File: src/rtl/uart_pkg.sv
// Shared UART definitions: FSM state encoding, bit-timing helpers and parity.
// Used by both the transmit and receive paths.
package uart_pkg;

  typedef enum logic [2:0] {
    ST_IDLE   = 3'd0,
    ST_START  = 3'd1,
    ST_DATA   = 3'd2,
    ST_PARITY = 3'd3,
    ST_STOP   = 3'd4,
    ST_DONE   = 3'd5
  } uart_state_t;

  function automatic int bit_cycles(input int clk_freq, input int baud_rate);
    return clk_freq / baud_rate;
  endfunction

  function automatic int half_bit_cycles(input int clk_freq, input int baud_rate);
    return bit_cycles(clk_freq, baud_rate) / 2;
  endfunction

  // A one-cycle bit period still needs a 1-bit counter.
  function automatic int cnt_width(input int n);
    return (n > 1) ? $clog2(n) : 1;
  endfunction

  function automatic logic frame_parity(input logic [7:0] data, input int nbits,
                                        input logic odd);
    logic p;
    p = odd;
    for (int i = 0; i < 8; i++) begin
      if (i < nbits) p ^= data[i];
    end
    return p;
  endfunction

endpackage

File: src/rtl/uart_baud_tick.sv
// Bit-period tick generator: counts 0..CYCLES-1 while enabled, pulses end_bit
// on the last count, and rests at zero when disabled or cleared.
module uart_baud_tick
  import uart_pkg::*;
#(
  parameter int CYCLES = 434
) (
  input  logic clk,
  input  logic rst,
  input  logic enable,
  input  logic clear,
  output logic end_bit
);

  localparam int W = cnt_width(CYCLES);
  localparam logic [W-1:0] LAST = W'(CYCLES - 1);

  logic [W-1:0] cnt;

  always_ff @(posedge clk or negedge rst) begin
    if (!rst) begin
      cnt <= '0;
    end else if (clear || !enable || end_bit) begin
      cnt <= '0;
    end else begin
      cnt <= cnt + W'(1);
    end
  end

  assign end_bit = enable && (cnt == LAST);

endmodule

File: src/rtl/uart_tx_ctrl.sv
// UART transmitter: serialises one word into start/data/parity/stop bits.
// Outputs are registered from the next-state decode so tx never glitches.
module uart_tx_ctrl
  import uart_pkg::*;
#(
  parameter int CLK_FREQ   = 50_000_000,
  parameter int BAUD_RATE  = 115200,
  parameter int DATA_BITS  = 8,
  parameter int PARITY_EN  = 0,
  parameter int PARITY_ODD = 0,
  parameter int STOP_BITS  = 1
) (
  input  logic                 clk,
  input  logic                 rst,
  input  logic [DATA_BITS-1:0] tx_data,
  input  logic                 tx_start,
  output logic                 tx_busy,
  output logic                 tx_done,
  output logic                 tx
);

  localparam int BIT_CYCLES = bit_cycles(CLK_FREQ, BAUD_RATE);
  localparam logic [2:0] LAST_DATA = 3'(DATA_BITS - 1);
  localparam logic [2:0] LAST_STOP = 3'(STOP_BITS - 1);

  uart_state_t          state, state_nxt;
  logic [DATA_BITS-1:0] shift, shift_nxt;
  logic [2:0]           bit_cnt, bit_cnt_nxt;
  logic                 parity_bit, parity_nxt;
  logic                 tx_nxt, busy_nxt, done_nxt;
  logic                 accept, baud_en, end_bit;

  assign baud_en = (state == ST_START) || (state == ST_DATA) ||
                   (state == ST_PARITY) || (state == ST_STOP);

  uart_baud_tick #(.CYCLES(BIT_CYCLES)) baud (
    .clk     (clk),
    .rst     (rst),
    .enable  (baud_en),
    .clear   (accept),
    .end_bit (end_bit)
  );

  always_ff @(posedge clk or negedge rst) begin
    if (!rst) begin
      state      <= ST_IDLE;
      shift      <= '0;
      bit_cnt    <= '0;
      parity_bit <= 1'b0;
      tx         <= 1'b1;
      tx_busy    <= 1'b0;
      tx_done    <= 1'b0;
    end else begin
      state      <= state_nxt;
      shift      <= shift_nxt;
      bit_cnt    <= bit_cnt_nxt;
      parity_bit <= parity_nxt;
      tx         <= tx_nxt;
      tx_busy    <= busy_nxt;
      tx_done    <= done_nxt;
    end
  end

  // bit_cnt counts data bits in DATA and is reused to count stop bits in STOP.
  always_comb begin
    state_nxt   = state;
    shift_nxt   = shift;
    bit_cnt_nxt = bit_cnt;
    parity_nxt  = parity_bit;
    accept      = 1'b0;
    case (state)
      ST_IDLE: begin
        if (tx_start) begin
          accept      = 1'b1;
          shift_nxt   = tx_data;
          parity_nxt  = frame_parity(8'(tx_data), DATA_BITS, PARITY_ODD != 0);
          bit_cnt_nxt = '0;
          state_nxt   = ST_START;
        end
      end
      ST_START: if (end_bit) state_nxt = ST_DATA;
      ST_DATA: begin
        if (end_bit) begin
          shift_nxt = shift >> 1;
          if (bit_cnt == LAST_DATA) begin
            bit_cnt_nxt = '0;
            state_nxt   = (PARITY_EN != 0) ? ST_PARITY : ST_STOP;
          end else begin
            bit_cnt_nxt = bit_cnt + 3'd1;
          end
        end
      end
      ST_PARITY: if (end_bit) state_nxt = ST_STOP;
      ST_STOP: begin
        if (end_bit) begin
          if (bit_cnt == LAST_STOP) begin
            bit_cnt_nxt = '0;
            state_nxt   = ST_DONE;
          end else begin
            bit_cnt_nxt = bit_cnt + 3'd1;
          end
        end
      end
      ST_DONE: state_nxt = ST_IDLE;
      default: state_nxt = ST_IDLE;
    endcase

    tx_nxt = 1'b1;
    case (state_nxt)
      ST_START:  tx_nxt = 1'b0;
      ST_DATA:   tx_nxt = shift_nxt[0];
      ST_PARITY: tx_nxt = parity_nxt;
      default:   tx_nxt = 1'b1;
    endcase
    busy_nxt = (state_nxt != ST_IDLE);
    done_nxt = (state_nxt == ST_DONE);
  end

endmodule

File: config.mk
export PLATFORM = sky130hd
export DESIGN_NAME = uart_tx_ctrl
export DESIGN_NICKNAME = d
export VERILOG_FILES = /design/src/rtl/uart_pkg.sv /design/src/rtl/uart_baud_tick.sv /design/src/rtl/uart_tx_ctrl.sv
export SDC_FILE = /design/constraint.sdc
export NUM_CORES = 1
export LEC_CHECK = 0
export BUFFER_PORTS_ARGS = -buffer_cell sky130_fd_sc_hd__buf_2
export CORE_UTILIZATION = 44
export CTS_CLUSTER_DIAMETER = 120
export DETAILED_ROUTE_END_ITERATION = 6
export PLACE_DENSITY = 0.62
export RECOVER_POWER = 50
export SLEW_MARGIN = 20
export SYNTH_ARGS = -nofsm -noshare
export SYNTH_HDL_FRONTEND = slang
export SYNTH_SLANG_ARGS = --single-unit
export TNS_END_PERCENT = 100
File: constraint.sdc
create_clock -name clk -period 5.4 [get_ports clk]
set_input_delay 1.08 -clock clk [delete_from_list [all_inputs] [get_ports clk]]
set_output_delay 1.08 -clock clk [all_outputs]
set_load 0.01 [all_outputs]
# After elaboration in Yosys (flattened, before gate mapping)
# Cells that the tools add are included.
dict set report word_totals {
  register_bits 27
  out_inout_bits 3
}
dict set report op_classes {
  addsub 2
  eq_ne 13
  muxes 37
  bitwise 7
  reduce_logical 14
}
# operator count
set ops {}
lappend ops {{3-bit 2-to-1 mux} 12}
lappend ops {{1-bit 2-to-1 mux} 18}
lappend ops {{8-bit 2-to-1 mux} 2}
lappend ops {{8-bit one-hot mux with 2 select lines} 1}
lappend ops {{3-bit one-hot mux with 5 select lines} 1}
lappend ops {{3-bit by 2-bit equality test with 1-bit output, second input constant} 4}
lappend ops {{9-bit by 1-bit adder with 9-bit output, second input constant} 1}
lappend ops {{3-bit equality test, second input constant} 3}
lappend ops {{9-bit equality test, second input constant} 1}
lappend ops {{9-bit 2-to-1 mux} 1}
lappend ops {{3-bit one-hot mux with 3 select lines} 1}
lappend ops {{1-bit bitwise XOR} 7}
lappend ops {{3-bit by 1-bit equality test with 1-bit output, second input constant} 2}
lappend ops {{3-bit zero test} 2}
lappend ops {{3-bit nonzero test} 2}
lappend ops {{1-bit logical OR} 5}
lappend ops {{2-bit by 1-bit inequality test with 1-bit output, second input constant} 2}
lappend ops {{4-bit AND reduction} 1}
lappend ops {{3-bit by 1-bit adder with 3-bit output, second input constant} 1}
lappend ops {{1-bit one-hot mux with 3 select lines} 1}
lappend ops {{3-bit AND reduction} 1}
lappend ops {{2-bit inequality test, second input constant} 1}
lappend ops {{2-bit nonzero test} 1}
lappend ops {{1-bit logical AND} 1}
lappend ops {{1-bit zero test} 1}

# Depth between registers and ports, before layout
# Gate-level depths: netlist of the first run.
dict set report depth {
  word_depth 24
  depth_mapped 8
  mapped_depth_nobuf 7
}

# Modules after synthesis
# A second synthesis of the first run with hierarchy kept.
dict set report unflattened {
  cells_unflattened 145
  hier_area_um2 1475.2
}
# mod n_inst cells_per_inst area_each_um2 seq_area_each_um2
set modules_own_cells {}
lappend modules_own_cells {uart_tx_ctrl 1 98 999.7 451.7}
lappend modules_own_cells {uart_baud_tick 1 47 475.5 225.2}

# Worst setup path before layout of the first run
# OpenSTA, ideal clock, no wires.
dict set report synth_timing {
  kind {register to register}
  from {reg baud.cnt[2]}
  to {reg tx_busy}
  setup_ns 0.131
  arrival_time_ns 2.065
  path_slack_ns 3.204
  path_stages_with_launch 7
  cell_sequence {dfrtp_1 -> or4b_1 -> buf_2 -> or2_1 -> buf_2 -> a311o_1 -> or3_1}
}
dict set report synth_via {
  elab_chain_len 5
  word_cells_on_any_way 8
}
# element line
set synth_rtl {}
lappend synth_rtl {{start: declaration} uart_baud_tick.sv:18} ;# logic [W-1:0] cnt;
lappend synth_rtl {{start signal: assignment} uart_baud_tick.sv:26} ;# cnt <= cnt + W'(1);
lappend synth_rtl {{9-bit equality test (*)} uart_baud_tick.sv:30} ;# assign end_bit = enable && (cnt == LAST);
lappend synth_rtl {{1-bit logical AND (*)} uart_baud_tick.sv:30}
lappend synth_rtl {{3-bit 2-to-1 mux (on tied branches)} --}
lappend synth_rtl {{3-bit one-hot mux with 5 select lines (*)} uart_tx_ctrl.sv:71} ;# case (state)
lappend synth_rtl {{named net state_nxt[0]} uart_tx_ctrl.sv:26} ;# uart_state_t state, state_nxt;
lappend synth_rtl {{3-bit nonzero test (*)} uart_tx_ctrl.sv:115} ;# busy_nxt = (state_nxt != ST_IDLE);
lappend synth_rtl {{named net busy_nxt} uart_tx_ctrl.sv:30} ;# logic tx_nxt, busy_nxt, done_nxt;
lappend synth_rtl {{end signal: assignment} uart_tx_ctrl.sv:59} ;# tx_busy <= busy_nxt;
lappend synth_rtl {{end: declaration} uart_tx_ctrl.sv:17} ;# output logic tx_busy,
# The timed path passes the listed nets; every way through them passes the cells marked *.
# A chain may end at the register's enable or synchronous reset.

# Worst setup path in the final report of the first run
# Ends and elaborated chain as after synthesis.

==> results of run 1 <==
where the power goes:
| group | internal [W] | switching, W | total (W) |
|---|---|---|---|
| combinational | 0.0000457 | 0.0000535 | 0.0000992 |
| clock | 0.0000278 | 0.0000595 | 0.0000873 |
| sequential | 0.000242 | 0.0000313 | 0.000273 |
worst max-delay path, stage by stage (launching register included):
cell and delay [ns]:
sky130_fd_sc_hd__dfrtp_1 0.45, sky130_fd_sc_hd__or4b_1 0.66, sky130_fd_sc_hd__or2_1 0.37, sky130_fd_sc_hd__a311o_1 0.41, sky130_fd_sc_hd__or3_1 0.31
per-stage QoR:
step                      power, W  instances  setup slack [ns]
after detailed placement  0.000377        200              3.12
after floorplan           0.000346        149              3.20
after global placement    0.000372        200              3.15
after CTS                 0.000462        204              3.11
after global routing      0.000493        204              2.99
final                     0.000460        204              3.10
sequential cells by signal (all words and copies together), names as in the netlist:
register / flops
baud.cnt: 9
bit_cnt: 3
parity_bit: 1
shift: 8
state: 3
tx: 1
tx_busy: 1
tx_done: 1
layer usage:
metal	share of wire	global-route usage	up-vias
li1	-	-	539
met1	0.51	0.241	515
met2	0.46	0.250	18
met3	0.022	0.0264	2
met4	0.0065	0.0646	0
met5	0	0	-
final cells by class:
cell class | count | area share
clock inverter | 1 | 0.00324
tap | 44 | 0.0357
clock buffer | 3 | 0.0146
timing repair buffer | 13 | 0.0405
multi-input combinational | 109 | 0.451
sequential | 27 | 0.438
inverter | 7 | 0.0170
worst paths after layout:
check                             from         end  slack (ns)  cells after the start
max                        baud.cnt[2]     tx_busy        3.10                      4
min                           shift[1]    shift[1]        0.49                      2
max reg2reg                baud.cnt[2]     tx_busy        3.10                      4
min reg2reg                   shift[1]    shift[1]        0.49                      2
max in group asynchronous          rst  bit_cnt[1]        3.54                      1
min in group asynchronous          rst    shift[0]        1.05                      1
cells by family after synthesis:
group / count (synthesis) / share of synthesized area
adders and majority gates: 5 / 0.0439
and+or+nand+nor: 63 / 0.215
muxes: 1 / 0.00703
DFF: 27 / 0.475
xor gates and xnor gates: 15 / 0.0923
AOI/OAI and AO/OA: 25 / 0.130
buffers and inverters: 13 / 0.0360
cell usage in the layout, fill, tap and decap left out, types with 3 or more instances in the layout:
cell and instances:
sky130_fd_sc_hd__nand2_1 22, sky130_fd_sc_hd__nand3_1 6, sky130_fd_sc_hd__ha_1 5, sky130_fd_sc_hd__buf_2 11, sky130_fd_sc_hd__clkbuf_4 3, sky130_fd_sc_hd__nand4_1 4
sky130_fd_sc_hd__inv_1 7, sky130_fd_sc_hd__dfrtp_1 26, sky130_fd_sc_hd__xnor2_1 13, sky130_fd_sc_hd__o31ai_1 3, sky130_fd_sc_hd__a21oi_1 3, sky130_fd_sc_hd__o21ai_0 6
sky130_fd_sc_hd__a22oi_1 6, sky130_fd_sc_hd__nor2_1 16
==> implementation parameters, run 1 <==
Parameter                              Value

Status
  Result of the run    finished clean

Synth
  Total number of yosys warnings    0
  Mean Syn Cell Area    9.56 µm²
  Library cell with the largest summed area after synthesis    sky130_fd_sc_hd__dfrtp_1
  Share of async-settable or async-resettable flops after synthesis    1.00
  Area contributors post-synth    sky130_fd_sc_hd__dfrtp_1 (46%), sky130_fd_sc_hd__xnor2_1 (8.0%), sky130_fd_sc_hd__nand2_1 (5.8%)
  Count of cell types in the netlist    35
  Post-synthesis register bit count    27
  Net count of the mapped netlist    165
  Top cell types by occurrence after synthesis    sky130_fd_sc_hd__dfrtp_1 (26), sky130_fd_sc_hd__nand2_1 (22), sky130_fd_sc_hd__nor2_1 (16)
  Yosys top cell area share    0.457
  Portion of the post-synthesis area used by sequential elements    0.475
  Predominant post-synthesis flop cell    sky130_fd_sc_hd__dfrtp_1
  Most used standard cell by instance count after synthesis    sky130_fd_sc_hd__dfrtp_1
  Mapped Cells    149
  Cell area after synthesis    between 1000 and 1500 µm²
  Post-synth EDFFs    0

Final layout
  Sequential Area    about 680 µm²
  Number of diodes    0
  Fill cells    between 200 and 300
  Share of final-layout standard cells stronger than drive strength 1    0.119
  Post-layout nets    between 150 and 200
  Area occupied by multi-input gates    696 µm²
  Growth of design area from synthesis to finish    8.44%
  Post-route cell area    between 1500 and 2000 µm²
  Core Util, Final    0.506

STA
  Relative slew slack    0.0684
  Final critical-path share of the clock period    0.426
  Final number of max-transition violations    0
  Slew of the pin with the lowest slew margin    approximately 1.4 ns
  Final count of negative-setup-slack endpoints    0
  Setup repair after global routing missed its margin    false
  Setup TNS    0 ns
  Final critical delay including setup and external delays    between 2 and 2.5 ns
  Fmax    approximately 440 MHz
  Worst Skew    0.00597 ns
  Hold Slack    roughly 0.5 ns
  Number of failing hold endpoints at the final stage    0

Place
  Port Buffer Count    13
  Area after DPL    1520 µm²
  Placer's final routability congestion estimate    around 0.86
  Detailed-placement wirelength estimate    1980 µm

Die
  Die W    roughly 60 µm
  Area of the placeable core    approximately 3000 µm²
  Number of core rows    20
  Overall die area    3470 µm²
  Initial core utilization    0.466
  I/O pin cnt    14
  Die span in y    58.9 µm

Route
  First-pass iteration count of the detailed router    4
  Total routed wirelength    approximately 2600 µm
  Detailed-route via count    between 1000 and 1500
  Post-DR wirelength/cell    12.9 µm
  Number of violations reported at the end of detailed-routing iteration 0    34
  Antenna Nets Post-Route    0
  Via-per-instance ratio    approximately 5.3
  Remaining design rule violation count    0

CTS
  Clk sink count    27
  Post-cts hold buffer count    0
  Number of buffers on the longest clock path    2
  Clock Tree Root    sky130_fd_sc_hd__clkbuf_4
  Total setup buffers inserted after CTS    0
  CTS tree    yes
  Post-cts resize count    0
  Clock transition at the registers of the reported paths    ~0.15 ns
  H-tree depth reported by CTS    1
  Clock insertion delay at the later pin of the skew report    ~0.32 ns
  TritonCTS Buffers    3

Worst setup path
  Data required time of the critical path    about 5.6 ns
  Startpoint types    register
  Peak fanout along the critical path    7
  Worst path arrival time    roughly 2.5 ns
  Setup Crit Path Kind    register to register
  Endpoint type of the worst setup path    register

GRT
  Number of global-route vias before repair    approximately 1000
  Number of antenna violations at the first check in global routing    0
  Pin count of the biggest net entering global routing    28
  Aggregate global-route resource usage    0.167
  Grt total ovfl    0
  Global-route wire length before repair    about 4300 µm

Power
  Power density cells    between 200 and 300 nW/µm²
  Leak    a little under 0.7 nW
  Worst supply voltage drop on vdd    0.146 mV

Run
  Max-cap violations    0

Hold path
  Class of the tightest hold or removal check    register to register
Note: power is estimated with default switching activity, not from simulation.
==> run 2, diff against run 1 <==
--- a/config.mk
+++ b/config.mk
@@ -9,7 +9,7 @@
 export CORE_UTILIZATION = 44
 export CTS_CLUSTER_DIAMETER = 120
 export DETAILED_ROUTE_END_ITERATION = 6
-export PLACE_DENSITY = 0.62
+export PLACE_DENSITY = 0.65
 export RECOVER_POWER = 50
 export SLEW_MARGIN = 20
 export SYNTH_ARGS = -nofsm -noshare
==> constraint.sdc (replaced) <==
create_clock -name clk -period 2.05 [get_ports clk]
set_input_delay 0.41 -clock clk [delete_from_list [all_inputs] [get_ports clk]]
set_output_delay 0.41 -clock clk [all_outputs]
set_load 0.01 [all_outputs]
==> implementation parameters, run 2 (synthesis gave the netlist of run 1 again) <==
Parameter                              Value

Worst setup path
  Setup Crit Path Kind    register to register
  Peak fanout along the critical path    4
  Endpoint type of the worst setup path    register
  Data required time of the critical path    2.31 ns
  Reg2Reg Capture Point    tx
  Startpoint types    register
  Count of cells along the worst register-to-register path    6
  Startpoint of the most critical register-to-register path    baud.cnt[6]
  Setup slack of the worst register-to-register path    0.08 ns
  Worst path arrival time    2.23 ns

Final layout
  Top register by number of flip-flops    baud.cnt
  Share of final-layout standard cells stronger than drive strength 1    0.213
  Area occupied by multi-input gates    722 µm²
  Most frequent standard cell in the layout excluding fill and tap cells    sky130_fd_sc_hd__dfrtp_1
  Commonest cells after routing, fill and taps aside    sky130_fd_sc_hd__dfrtp_1 (26), sky130_fd_sc_hd__nand2_1 (22), sky130_fd_sc_hd__nor2_1 (16), sky130_fd_sc_hd__buf_4 (14), sky130_fd_sc_hd__xnor2_1 (13)
  Post-layout nets    roughly 190
  Sequential Area    677 µm²
  Flip-flop count of the largest register after layout    9
  Registers with the highest flip-flop counts    baud.cnt x9, shift x8
  Post-route cell area    between 1500 and 2000 µm²
  Growth of design area from synthesis to finish    17.7%
  Number of diodes    0
  Fill cells    slightly below 300
  Core Util, Final    0.549
  Number of non-filler instances in the completed layout    ~220

Route
  Post-DR wirelength/cell    around 13 µm
  First-pass iteration count of the detailed router    4
  Total routed wirelength    ~2800 µm
  Antenna Nets Post-Route    0
  Detailed-route via count    1135
  Remaining design rule violation count    0
  Via-per-instance ratio    about 5.2
  Number of violations reported at the end of detailed-routing iteration 0    32

CTS
  Clock transition at the registers of the reported paths    0.15 ns
  CTS tree    yes
  Clk sink count    27
  Clock Tree Root    sky130_fd_sc_hd__clkbuf_4
  Clock insertion delay at the later pin of the skew report    about 0.32 ns
  TritonCTS Buffers    3
  H-tree depth reported by CTS    1
  Post-cts hold buffer count    0
  Number of buffers on the longest clock path    2

Power
  Worst supply voltage drop on vdd    0.622 mV
  Leak    between 0.7 and 0.8 nW
  Power density cells    between 700 and 800 nW/µm²

Die
  Area of the placeable core    a little over 3000 µm²
  Number of core rows    20
  I/O pin cnt    14
  Die span in y    between 50 and 60 µm
  Die W    58.9 µm
  Initial core utilization    0.466
  Overall die area    roughly 3500 µm²

STA
  Hold Slack    approximately 0.33 ns
  Fmax    ~510 MHz
  Final critical delay including setup and external delays    between 1.5 and 2 ns
  Relative slew slack    0.0656
  Slew of the pin with the lowest slew margin    1.40 ns
  Setup repair after global routing missed its margin    true
  Final critical-path share of the clock period    0.960
  Final count of negative-setup-slack endpoints    0
  Setup TNS    0 ns
  Worst Skew    a little over 0.01 ns
  Number of failing hold endpoints at the final stage    0
  Final number of max-transition violations    0

Place
  Placed Instances    214
  Detailed-placement wirelength estimate    2190 µm
  Placer's final routability congestion estimate    around 0.92
  Port Buffer Count    13
  Area after DPL    roughly 1600 µm²

Hold path
  Min-Delay Endpoint    shift[7]
  Launch instance of the worst min-delay path    tx_data[7]
  Class of the tightest hold or removal check    input port to register
  Number of cells on the worst hold path    2

GRT
  Grt total ovfl    0
  Number of global-route vias before repair    ~1100
  Global-route wire length before repair    between 4000 and 5000 µm
  Number of antenna violations at the first check in global routing    0
  Aggregate global-route resource usage    0.183
  Pin count of the biggest net entering global routing    28

Run
  Max-cap violations    0

Status
  Result of the run    finished clean
-- run 2: cell types whose count changed in the layout (fill, tap and decap cells not counted) --
cell,before,now
sky130_fd_sc_hd__buf_2,11,12
sky130_fd_sc_hd__buf_4,0,14
sky130_fd_sc_hd__clkinv_2,1,0
sky130_fd_sc_hd__nor4b_1,1,0
sky130_fd_sc_hd__nor4b_2,0,1
sky130_fd_sc_hd__o31ai_1,3,2
sky130_fd_sc_hd__o31ai_4,0,1
sky130_fd_sc_hd__or2_1,1,0
sky130_fd_sc_hd__or2_4,0,1
sky130_fd_sc_hd__or4b_1,1,0
sky130_fd_sc_hd__or4b_4,0,1
-- run 2: power breakdown --
group / internal, W / switching [W]
clock: 0.0000760 / 0.000151
combinational: 0.000144 / 0.000168
sequential: 0.000637 / 0.0000685
total: 0.000857 / 0.000388
-- run 2: what timing repair did --
action | CTS | global route
gates resized for setup | 1 | 3
pin swaps | 0 | 2
setup buffers | 0 | 0
endpoints found under the setup margin | 1 | 11
-- run 2: worst max path at each step --
stage                 from        to  slack, ns  cells after the start
6_report       baud.cnt[6]        tx       0.08                      6
5_1_grt        baud.cnt[3]        tx      -0.02                      5
4_1_cts        baud.cnt[6]   tx_busy       0.01                      4
3_5_place_dp   baud.cnt[6]  shift[7]      0.002                      5
3_3_place_gp   baud.cnt[6]   tx_busy       0.06                      4
2_1_floorplan  baud.cnt[6]   tx_busy      -0.02                      6
-- run 2: through the flow --
step           setup WS (ns)  total power (W)
2_1_floorplan        -0.0202         0.000912
3_3_place_gp          0.0599          0.00101
3_5_place_dp         0.00162          0.00103
4_1_cts               0.0115          0.00126
5_1_grt              -0.0231          0.00134
6_report              0.0817          0.00124
-- run 2: critical path: stages, from the launching register on --
cell and delay (ns):
sky130_fd_sc_hd__dfrtp_1 0.40, sky130_fd_sc_hd__or4b_4 0.56, sky130_fd_sc_hd__buf_4 0.17, sky130_fd_sc_hd__o2111ai_1 0.19
sky130_fd_sc_hd__o2111ai_1 0.21, sky130_fd_sc_hd__nor4b_2 0.30, sky130_fd_sc_hd__nor3_1 0.09
-- run 2: cell type report --
class / count / area share
Timing Repair Buffer: 27 / 0.101
Multi-Input combinational cell: 109 / 0.431
Tap cell: 44 / 0.0329
Inverter: 7 / 0.0157
Sequential cell: 27 / 0.404
Clock buffer: 4 / 0.0157
-- run 2: per-layer routing --
layer	vias to the layer above	track usage	routed length (µm)
met2	22	0.294	1370
met5	-	0	0
li1	570	-	-
met3	4	0.0286	76
met4	0	0.0680	23
met1	539	0.251	1370
==> run 3, diff against run 2 <==
--- a/config.mk
+++ b/config.mk
@@ -6,11 +6,13 @@
 export NUM_CORES = 1
 export LEC_CHECK = 0
 export BUFFER_PORTS_ARGS = -buffer_cell sky130_fd_sc_hd__buf_2
-export CORE_UTILIZATION = 44
+export CELL_PAD_IN_SITES_DETAIL_PLACEMENT = 1
+export CELL_PAD_IN_SITES_GLOBAL_PLACEMENT = 2
+export CORE_UTILIZATION = 33
 export CTS_CLUSTER_DIAMETER = 120
 export DETAILED_ROUTE_END_ITERATION = 6
-export PLACE_DENSITY = 0.65
-export RECOVER_POWER = 50
+export PLACE_DENSITY = 0.74
+export RECOVER_POWER = 25
 export SLEW_MARGIN = 20
 export SYNTH_ARGS = -nofsm -noshare
 export SYNTH_HDL_FRONTEND = slang
==> implementation parameters, run 3 (synthesis gave the netlist of run 1 again) <==
Parameter                              Value

Status
  Result of the run    finished clean

STA
  Number of failing hold endpoints at the final stage    0
  Relative slew slack    0.0344
  Final critical-path share of the clock period    0.966
  Final critical delay including setup and external delays    around 2.0 ns
  Final number of max-transition violations    0
  Final critical-path setup slack    between 0.06 and 0.07 ns
  Hold Slack    approximately 0.40 ns
  Worst Skew    roughly 0.0032 ns
  Slew of the pin with the lowest slew margin    1.45 ns
  Final count of negative-setup-slack endpoints    0
  Setup TNS    0 ns
  Fmax    between 500 and 600 MHz
  Setup repair after global routing missed its margin    true

Route
  Number of violations reported at the end of detailed-routing iteration 0    30
  Total routed wirelength    3290 µm
  First-pass iteration count of the detailed router    4
  Detailed-route via count    between 1000 and 1500
  Remaining design rule violation count    0
  Antenna Nets Post-Route    0
  Post-DR wirelength/cell    around 15 µm
  Via-per-instance ratio    a little over 5

Place
  Placed Instances    approximately 220
  Placer's final routability congestion estimate    slightly below 0.8
  Worst slack at placement    between 0.01 and 0.015 ns
  Port Buffer Count    13
  Detailed-placement wirelength estimate    around 2500 µm

GRT
  Grt total ovfl    0
  Met1 demand-to-capacity share in global routing    0.212
  Routing layer with the top usage in global route    met2
  Met3 Use GR    0.0253
  Aggregate global-route resource usage    0.170
  Global-route wire length before repair    ~5600 µm
  Global Route met2 Usage    0.288
  Number of global-route vias before repair    about 1200
  Pin count of the biggest net entering global routing    28
  Number of antenna violations at the first check in global routing    0

Die
  Area of the placeable core    about 4100 µm²
  Die W    around 68 µm
  Die span in y    67.7 µm
  I/O pin cnt    14
  Overall die area    4580 µm²
  Number of core rows    23
  Initial core utilization    0.351

Worst setup path
  Setup Crit Path Kind    register to register
  Peak per-stage delay on the critical path    0.54 ns
  Startpoint types    register
  Slowest stage cell, crit path    sky130_fd_sc_hd__or4b_1
  Sequence of cells on the critical path    or4b_1 -> or2_4 -> a311o_1 -> or3_1
  Endpoint type of the worst setup path    register
  Top cell family by delay on the critical path    simple AND/OR/NAND/NOR gates
  Crit path depth    4
  Peak fanout along the critical path    6
  Count of cells along the worst register-to-register path    4
  Worst path arrival time    about 2.1 ns
  Critical path buffers and inverters    0
  Data required time of the critical path    around 2.2 ns

CTS
  Total setup buffers inserted after CTS    0
  Number of buffers on the longest clock path    2
  Post-cts hold buffer count    0
  Clock insertion delay at the later pin of the skew report    between 0.2 and 0.3 ns
  Clock Tree Root    sky130_fd_sc_hd__clkbuf_8
  Clk sink count    27
  TritonCTS Buffers    3
  CTS tree    yes
  H-tree depth reported by CTS    1
  Clock transition at the registers of the reported paths    around 0.09 ns

Final layout
  Number of diodes    0
  Number of non-filler instances in the completed layout    between 200 and 250
  Fill cells    472
  Growth of design area from synthesis to finish    19.3%
  Registers with the highest flip-flop counts    baud.cnt x9, shift x8
  Top register by number of flip-flops    baud.cnt
  Post-layout nets    187
  Flip-flop count of the largest register after layout    9
  Share of final-layout standard cells stronger than drive strength 1    0.218
  Most frequent standard cell in the layout excluding fill and tap cells    sky130_fd_sc_hd__dfrtp_1
  Commonest cells after routing, fill and taps aside    sky130_fd_sc_hd__dfrtp_1 (26), sky130_fd_sc_hd__nand2_1 (22), sky130_fd_sc_hd__nor2_1 (16), sky130_fd_sc_hd__xnor2_1 (13), sky130_fd_sc_hd__buf_2 (12)

Power
  Int Pwr    around 0.00092 W
  Worst supply voltage drop on vdd    between 0.4 and 0.5 mV
  Overall power of the completed layout    roughly 0.0013 W
  Switching Fraction    0.307
  Leak    between 0.7 and 0.8 nW
  Switching power total    a little over 0.0004 W
  Combinational power share    0.240
  Power density cells    ~780 nW/µm²
  Portion of total power attributed to sequential cells    0.533
  Share of total power in the clock network    0.227

Run
  Max-cap violations    0

Hold path
  Class of the tightest hold or removal check    input port to register
  Number of cells on the worst hold path    3
[run 3: changes by cell type in the layout (fill, tap and decap cells not counted), moves of 2 or more]
cell and delta:
sky130_fd_sc_hd__buf_4 -4, sky130_fd_sc_hd__o31ai_2 +2, sky130_fd_sc_hd__clkbuf_8 +3, sky130_fd_sc_hd__clkbuf_4 -3
[run 3: layout make-up]
type	instances	area, µm²	area share
flip-flops and latches	27	677	0.398
repair buffers	23	139	0.0817
clock buffers	3	41.3	0.0243
inverters	7	26.3	0.0155
multi-input cells	109	748	0.440
well taps	50	62.6	0.0368
clock inverters	1	5.00	0.00295
[run 3: worst paths after layout]
check / startpoint / end / slack [ns]
max reg2reg: baud.cnt[6] / tx_busy / 0.07
min in group asynchronous: rst / state[2] / 0.46
max: baud.cnt[6] / tx_busy / 0.07
min: tx_data[2] / shift[2] / 0.40
min reg2reg: shift[1] / shift[1] / 0.48
max in group asynchronous: rst / shift[0] / 0.75
[run 3: layer usage]
| metal | up-vias | wire, µm |
|---|---|---|
| met5 | - | 0 |
| met4 | 0 | 65 |
| met3 | 7 | 64 |
| met2 | 11 | 1680 |
| met1 | 559 | 1480 |
| li1 | 558 | - |
[run 3: power by group through the flow]
stage	logic [W]	clock network [W]	registers, W
after global placement	0.000305	0	0.000710
after floorplan	0.000202	0	0.000710
after global routing	0.000371	0.000339	0.000721
after detailed placement	0.000317	0	0.000718
final	0.000318	0.000301	0.000706
after CTS	0.000321	0.000315	0.000707
[run 3: stage by stage]
step / utilization / cell area, µm²
after floorplan: - / 1440
after global placement: 0.396 / 1610
after detailed placement: 0.396 / 1610
after CTS: 0.409 / 1660
after global routing: 0.419 / 1700
final: 0.419 / 1700
[run 3: tightest hold or removal path: stages]
cell and delay [ns]:
sky130_fd_sc_hd__buf_2 0.10, sky130_fd_sc_hd__a22oi_1 0.07, sky130_fd_sc_hd__nand2_1 0.06
[run 3: what timing repair did]
| action | 4_1_cts | 5_1_grt |
|---|---|---|
| endpoints found under the hold margin | 0 | 0 |
| resized for setup | 1 | 7 |
| endpoints found under the setup margin | 1 | 11 |
